<file path="src/rtl/debug_pkg.sv">
// Shared command bytes, FSM state encoding and frame geometry for the pipeline
// debug controller.
package debug_pkg;

    localparam logic [7:0] CMD_RESET = 8'h43;
    localparam logic [7:0] CMD_RUN   = 8'h52;
    localparam logic [7:0] CMD_STEP  = 8'h53;
    localparam logic [7:0] CMD_DUMP  = 8'h44;
    localparam logic [7:0] CMD_PAUSE = 8'h50;

    localparam int CNT_W       = 16;
    localparam int FRAME_BYTES = 22;

    typedef enum logic [2:0] {
        ST_IDLE,
        ST_RESET,
        ST_RUN,
        ST_STEP,
        ST_SNAP,
        ST_SEND
    } state_t;

endpackage

</file>
<file path="src/rtl/debug_frame_tx.sv">
// Snapshot registers plus byte serializer: captures the pipeline observation
// words on i_load and streams them MSB-first over a valid/ready byte port.
module debug_frame_tx
    import debug_pkg::*;
#(
    parameter int DATA_W = 32
) (
    input  logic              clk,
    input  logic              reset_n,
    input  logic              i_load,
    input  logic [CNT_W-1:0]  i_cnt,
    input  logic [DATA_W-1:0] i_pc_addr,
    input  logic [DATA_W-1:0] i_pc_instr,
    input  logic [DATA_W-1:0] i_reg_w,
    input  logic [DATA_W-1:0] i_reg_rt,
    input  logic [DATA_W-1:0] i_reg_rs,
    output logic [7:0]        o_tx_data,
    output logic              o_tx_valid,
    input  logic              i_tx_ready,
    output logic              o_done
);

    localparam int FRAME_W = CNT_W + 5 * DATA_W;
    localparam int NBYTES  = FRAME_W / 8;
    localparam int IDX_W   = $clog2(NBYTES);

    logic [CNT_W-1:0]   r_cnt;
    logic [DATA_W-1:0]  r_pc_addr;
    logic [DATA_W-1:0]  r_pc_instr;
    logic [DATA_W-1:0]  r_reg_w;
    logic [DATA_W-1:0]  r_reg_rt;
    logic [DATA_W-1:0]  r_reg_rs;
    logic [IDX_W-1:0]   r_idx;
    logic               r_pending;
    logic [7:0]         r_tx_data;
    logic               r_tx_valid;

    logic [FRAME_W-1:0] w_frame;
    logic [IDX_W-1:0]   w_idx_nxt;
    logic               w_accept;
    logic               w_last;

    function automatic logic [7:0] frame_byte(input logic [FRAME_W-1:0] f,
                                              input logic [IDX_W-1:0]   idx);
        return f[FRAME_W - 1 - 8 * int'(idx) -: 8];
    endfunction

    assign w_frame   = {r_cnt, r_pc_addr, r_pc_instr, r_reg_w, r_reg_rt, r_reg_rs};
    assign w_idx_nxt = r_idx + IDX_W'(1);
    assign w_accept  = r_tx_valid & i_tx_ready;
    assign w_last    = (r_idx == IDX_W'(NBYTES - 1));

    assign o_tx_data  = r_tx_data;
    assign o_tx_valid = r_tx_valid;
    assign o_done     = w_accept & w_last;

    // r_pending delays tx_valid by one cycle so the first byte is read from
    // the freshly loaded snapshot rather than the live inputs.
    always_ff @(posedge clk or negedge reset_n) begin
        if (!reset_n) begin
            r_cnt      <= '0;
            r_pc_addr  <= '0;
            r_pc_instr <= '0;
            r_reg_w    <= '0;
            r_reg_rt   <= '0;
            r_reg_rs   <= '0;
            r_idx      <= '0;
            r_pending  <= 1'b0;
            r_tx_data  <= '0;
            r_tx_valid <= 1'b0;
        end else if (i_load) begin
            r_cnt      <= i_cnt;
            r_pc_addr  <= i_pc_addr;
            r_pc_instr <= i_pc_instr;
            r_reg_w    <= i_reg_w;
            r_reg_rt   <= i_reg_rt;
            r_reg_rs   <= i_reg_rs;
            r_idx      <= '0;
            r_pending  <= 1'b1;
        end else if (r_pending) begin
            r_pending  <= 1'b0;
            r_tx_valid <= 1'b1;
            r_tx_data  <= frame_byte(w_frame, r_idx);
        end else if (w_accept) begin
            if (w_last) begin
                r_tx_valid <= 1'b0;
            end else begin
                r_idx     <= w_idx_nxt;
                r_tx_data <= frame_byte(w_frame, w_idx_nxt);
            end
        end
    end

endmodule

</file>
<file path="src/rtl/debug_unit.sv">
// Host-side debug controller: decodes UART command bytes, runs/steps/resets the
// pipeline and ships a 22-byte observation frame back to the host.
module debug_unit
    import debug_pkg::*;
#(
    parameter int                DATA_W     = 32,
    parameter logic [DATA_W-1:0] HALT_INSTR = {DATA_W{1'b1}},
    parameter logic [CNT_W-1:0]  MAX_CYCLES = 16'hFFFF
) (
    input  logic              clk,
    input  logic              reset_n,
    input  logic [7:0]        rx_data,
    input  logic              rx_valid,
    output logic [7:0]        tx_data,
    output logic              tx_valid,
    input  logic              tx_ready,
    output logic              pc_enable_out,
    output logic              pc_reset_out,
    input  logic [DATA_W-1:0] pc_addr_in,
    input  logic [DATA_W-1:0] pc_instr_in,
    input  logic [DATA_W-1:0] reg_w_data_in,
    input  logic [DATA_W-1:0] reg_rt_data_in,
    input  logic [DATA_W-1:0] reg_rs_data_in,
    output logic              busy_out
);

    state_t           r_state;
    logic [CNT_W-1:0] r_cycle_cnt;

    logic w_pause;
    logic w_stop;
    logic w_load;
    logic w_done;

    // Stop is evaluated in the same cycle it is seen, so a halt word is never
    // clocked past its stage and a pause takes effect without a stray step.
    assign w_pause = rx_valid && (rx_data == CMD_PAUSE);
    assign w_stop  = (pc_instr_in == HALT_INSTR) || w_pause || (r_cycle_cnt == MAX_CYCLES);

    assign pc_enable_out = (r_state == ST_STEP) || ((r_state == ST_RUN) && !w_stop);
    assign pc_reset_out  = (r_state == ST_RESET);
    assign busy_out      = (r_state != ST_IDLE);
    assign w_load        = (r_state == ST_SNAP);

    always_ff @(posedge clk or negedge reset_n) begin
        if (!reset_n) begin
            r_state     <= ST_IDLE;
            r_cycle_cnt <= '0;
        end else begin
            if (r_state == ST_RESET) begin
                r_cycle_cnt <= '0;
            end else if (pc_enable_out && (r_cycle_cnt != MAX_CYCLES)) begin
                r_cycle_cnt <= r_cycle_cnt + CNT_W'(1);
            end

            case (r_state)
                ST_IDLE: begin
                    if (rx_valid) begin
                        case (rx_data)
                            CMD_RESET: r_state <= ST_RESET;
                            CMD_RUN:   r_state <= ST_RUN;
                            CMD_STEP:  r_state <= ST_STEP;
                            CMD_DUMP:  r_state <= ST_SNAP;
                            default:   r_state <= ST_IDLE;
                        endcase
                    end
                end
                ST_RESET: r_state <= ST_IDLE;
                ST_RUN:   if (w_stop) r_state <= ST_SNAP;
                ST_STEP:  r_state <= ST_SNAP;
                ST_SNAP:  r_state <= ST_SEND;
                ST_SEND:  if (w_done) r_state <= ST_IDLE;
                default:  r_state <= ST_IDLE;
            endcase
        end
    end

    debug_frame_tx #(
        .DATA_W (DATA_W)
    ) u_frame_tx (
        .clk        (clk),
        .reset_n    (reset_n),
        .i_load     (w_load),
        .i_cnt      (r_cycle_cnt),
        .i_pc_addr  (pc_addr_in),
        .i_pc_instr (pc_instr_in),
        .i_reg_w    (reg_w_data_in),
        .i_reg_rt   (reg_rt_data_in),
        .i_reg_rs   (reg_rs_data_in),
        .o_tx_data  (tx_data),
        .o_tx_valid (tx_valid),
        .i_tx_ready (tx_ready),
        .o_done     (w_done)
    );

endmodule

</file>
<file path="config.mk">
export PLATFORM = sky130hd
export DESIGN_NAME = debug_unit
export DESIGN_NICKNAME = d
export VERILOG_FILES = /design/src/rtl/debug_pkg.sv /design/src/rtl/debug_frame_tx.sv /design/src/rtl/debug_unit.sv
export SDC_FILE = /design/constraint.sdc
export NUM_CORES = 1
export LEC_CHECK = 0
export CORE_MARGIN = 3
export CORE_UTILIZATION = 40
export DETAILED_ROUTE_END_ITERATION = 12
export MAX_ROUTING_LAYER = met4
export PLACE_DENSITY = 0.7
export SLEW_MARGIN = 40
export SYNTH_ARGS = -nofsm -noshare
export SYNTH_HDL_FRONTEND = slang
export SYNTH_HIERARCHICAL = 1
export SYNTH_SLANG_ARGS = --single-unit
</file>
<file path="constraint.sdc">
create_clock -name clk -period 3.9 [get_ports clk]
set_input_delay 0.975 -clock clk [delete_from_list [all_inputs] [get_ports clk]]
set_output_delay 0.975 -clock clk [all_outputs]
set_load 0.005 [all_outputs]
</file>
==> flow_summary.ini <==
[yosys]
syn_nets = 1063
synth.area.top_cells = dfrtp_1, mux2_2, mux2i_1, nand2_1, o22ai_1
synth.distinct_cells = 62
seq_area_frac_synth_pct = 49.1
async_flop_share_pct = 100
yosysTopAreaCellShare_pct = 49.1
syn_avg_cell_area_um2 = 12.1
ys_ff_latch = 210
yosys.area.top_type = dfrtp_1
yosys_warnings = 6
synthesis.area_mm2 = 0.0107
netlist_instances = 887
ys.flop_type = dfrtp_1
synth_edf_count = 0

[sta]
hold_viol = 0
max_slew_margin_pct = 35.6
finalWorstSetupSlack_ps = 312
maxSlewViolCount = 0
rsz0062_at_grt = false
worst_hold_slack_ps = 342
fmax_ghz = 0.279
tightest_slew_ps = 965
layout_worst_path_cycle_share_pct = 92.0
finalClockSkew_ps = 7.18
finalCriticalPeriod_ps = 3590
setup_viol = 0

[worst_setup_path]
crit_type = input pin to output port
worstSetupStartpoint = pc_instr_in[9]
r2r_end = u_frame_tx/o_tx_data[2]
start_kind = input pin
rrSetupSlack_ps = 690
cp-end-kind = output port
reg2reg_from = u_frame_tx/r_idx[0]
required_ps = 2920
endpoint = pc_enable_out
worstPathMaxFanout = 2
r2r_cells = 9
arrival_ps = 2610

[layout]
final_cell_mix = dfrtp_1, clkdlybuf4s50_1, mux2_2
fillCellCount = 2278
nNetsFinal = 1233
drive_gt1_share_pct = 23.8
layout_commonest_cell = dfrtp_1
final_cells = 1410
syn2layout_area_growth_pct = 28.0

[run_status]
outcome = finished, final reports clean

[clocking]
clockBufferDepth = 3
clk_latency_ps = 510
root_buffer = clkbuf_16
cts_max_level = 1
post_cts_buffers = 0
cts_sinks = 210
clk_pin_slew_ps = 60
cts_tree = built
cts_buffers = 25

[power]
p_comb_share_pct = 50.8
p_total_mw = 12.3
p_sw_share_pct = 39.2
p_clk_share_pct = 18.1
powerDensity_mw_per_mm2 = 901
internal_power_mw = 7.50
ir_drop_mv = 0.586
p_seq_share_pct = 31.1
p_sw_mw = 4.85
p_leak_nw = 5.86

[job]
maxCapViolCount = 0

[route]
drt_iter0_drc = 505
wire_per_inst_um = 19.8
drt-vias-per-instance = 5.46
drtAntennaViolNets = 0
first_pass_iters = 5
totalWireLength_um = 27900
post-route-drc-count = 0
vias = 7692

[placement]
pre_cts_ws_ps = -232
io_buffers = 183
dp_cells = 1364
gp_congestion = 0.848
place_hpwl_um = 19500

[die]
fp.dieH_um = 170
row_count = 59
die_w_um = 170
core_mm2 = 0.0262
ios = 184
start_util_pct = 40.9
dieArea_mm2 = 0.0288

[global_routing]
groute.usage.overall_pct = 19.6
grt_pass1_wl_um = 43500
grt_max_degree = 153
grt_pass1_vias = 7772
antenna_found_initial = 0
grt_overflow = 0

[hold_path]
min_path_type = input pin to async pin
-- worst min-delay path by stage --
stage	to	startpoint	slack, ps	cells after the start
6_report	u_frame_tx/r_reg_rt[28]	reset_n	340	1
5_1_grt	u_frame_tx/r_reg_rt[28]	reset_n	340	1
4_1_cts	u_frame_tx/r_reg_rs[4]	u_frame_tx/r_reg_rs[4]	510	1
3_5_place_dp	u_frame_tx/r_reg_rs[4]	u_frame_tx/r_reg_rs[4]	490	1
3_3_place_gp	u_frame_tx/r_reg_rs[25]	u_frame_tx/r_reg_rs[25]	490	1
2_1_floorplan	r_state[0]	r_state[1]	480	1
-- registers in the layout (all words and copies together) (netlist names) --
signal                 count
u_frame_tx/r_pc_instr     32
u_frame_tx/r_pc_addr      32
r_state                    3
r_cycle_cnt               16
u_frame_tx/r_reg_rs       32
u_frame_tx/r_idx           5
u_frame_tx/r_reg_rt       32
u_frame_tx/r_reg_w        32
u_frame_tx/r_cnt          16
u_frame_tx/r_pending       1
u_frame_tx/o_tx_data       8
u_frame_tx/o_tx_valid      1
-- cell families (layout without fill, tap and decap cells) --
family                   after synthesis  after routing  synth area share [%]
AO/OA/AOI/OAI                        104            104                  7.51
buffers and inverters                 73            260                  3.33
XOR/XNOR                              12             12                  1.05
AND/OR/NAND/NOR                      195            195                  8.68
multiplexers                         289            289                  29.9
adder cells (fa/ha/maj)                4              4                 0.467
other                                  0              1                     0
flip-flops                           210            210                  49.1
-- synthesized netlist by cell type (2+ instances only) --
master and instances:
a2111o_1 2, a211oi_1 2, a21o_1 3, a21oi_1 4, a221o_1 7, a31oi_1 3, a32oi_1 10, and2_1 2
and3_1 2, and4_1 3, buf_1 2, buf_2 18, buf_6 6, clkbuf_1 31, dfrtp_1 210, ha_1 4
inv_1 13, mux2_2 174, mux2i_1 108, mux4_2 7, nand2_1 91, nand2b_1 9, nand3_1 25, nand4_1 14
nand4b_1 3, nor2_1 29, nor3_1 3, nor4_1 3, o2111ai_1 2, o211ai_1 2, o21ai_0 10, o21ai_1 4
o21ai_2 3, o221ai_1 9, o22ai_1 26, o32ai_1 7, or4_4 2, xnor2_1 6, xor2_1 5
-- through the flow --
step / TNS, ps / util [%] / cell area [um^2]
detailed placement: -232 / 49.1 / 12900
floorplan: 0 / - / 10700
finish: 0 / 52.3 / 13700
global placement: -325 / 49.1 / 12900
global route: 0 / 52.3 / 13700
CTS: 0 / 52.2 / 13700
-- critical path: stages --
cell and delay [ps]:
clkdlybuf4s50_1 500, nand4_1 160, nor4_4 410, buf_4 190
a21oi_2 60, nand2_1 80, o21ai_0 70, dlymetal6s2s_1 170
-- cell type report --
type | count | area [um^2] | share of cell area (%)
Timing Repair Buffer | 202 | 2040 | 14.9
Clock buffer | 38 | 734 | 5.36
Tap cell | 335 | 419 | 3.06
Sequential cell | 210 | 5260 | 38.4
Multi-Input combinational cell | 604 | 5140 | 37.5
Antenna cell | 1 | 2.50 | 0.0183
Inverter | 14 | 52.6 | 0.383
Clock inverter | 6 | 58.8 | 0.429
-- power groups by stage --
stage               logic (mW)  clock network [mW]  registers (mW)
global placement          6.21                   0            3.82
detailed placement        6.26                   0            3.86
global route              6.75                2.40            3.97
CTS                       6.29                2.30            3.83
finish                    6.27                2.24            3.84
floorplan                 4.61                   0            3.57
-- layer usage --
metal | GRT usage [%] | vias up | wire, um
met5 | - | - | 0
met4 | 4.91 | 0 | 656
met1 | 27.0 | 3840 | 12800
met3 | 3.49 | 43 | 1550
li1 | - | 3611 | -
met2 | 30.1 | 198 | 13000
-- timing repair --
action                                 4_1_cts  5_1_grt
setup endpoints to repair                    1        1
resized for setup                            2        1
hold buffers                                 0        0
endpoints found under the hold margin        0        0
pin swaps                                    0        2
Power figures use the tool's default switching activity.
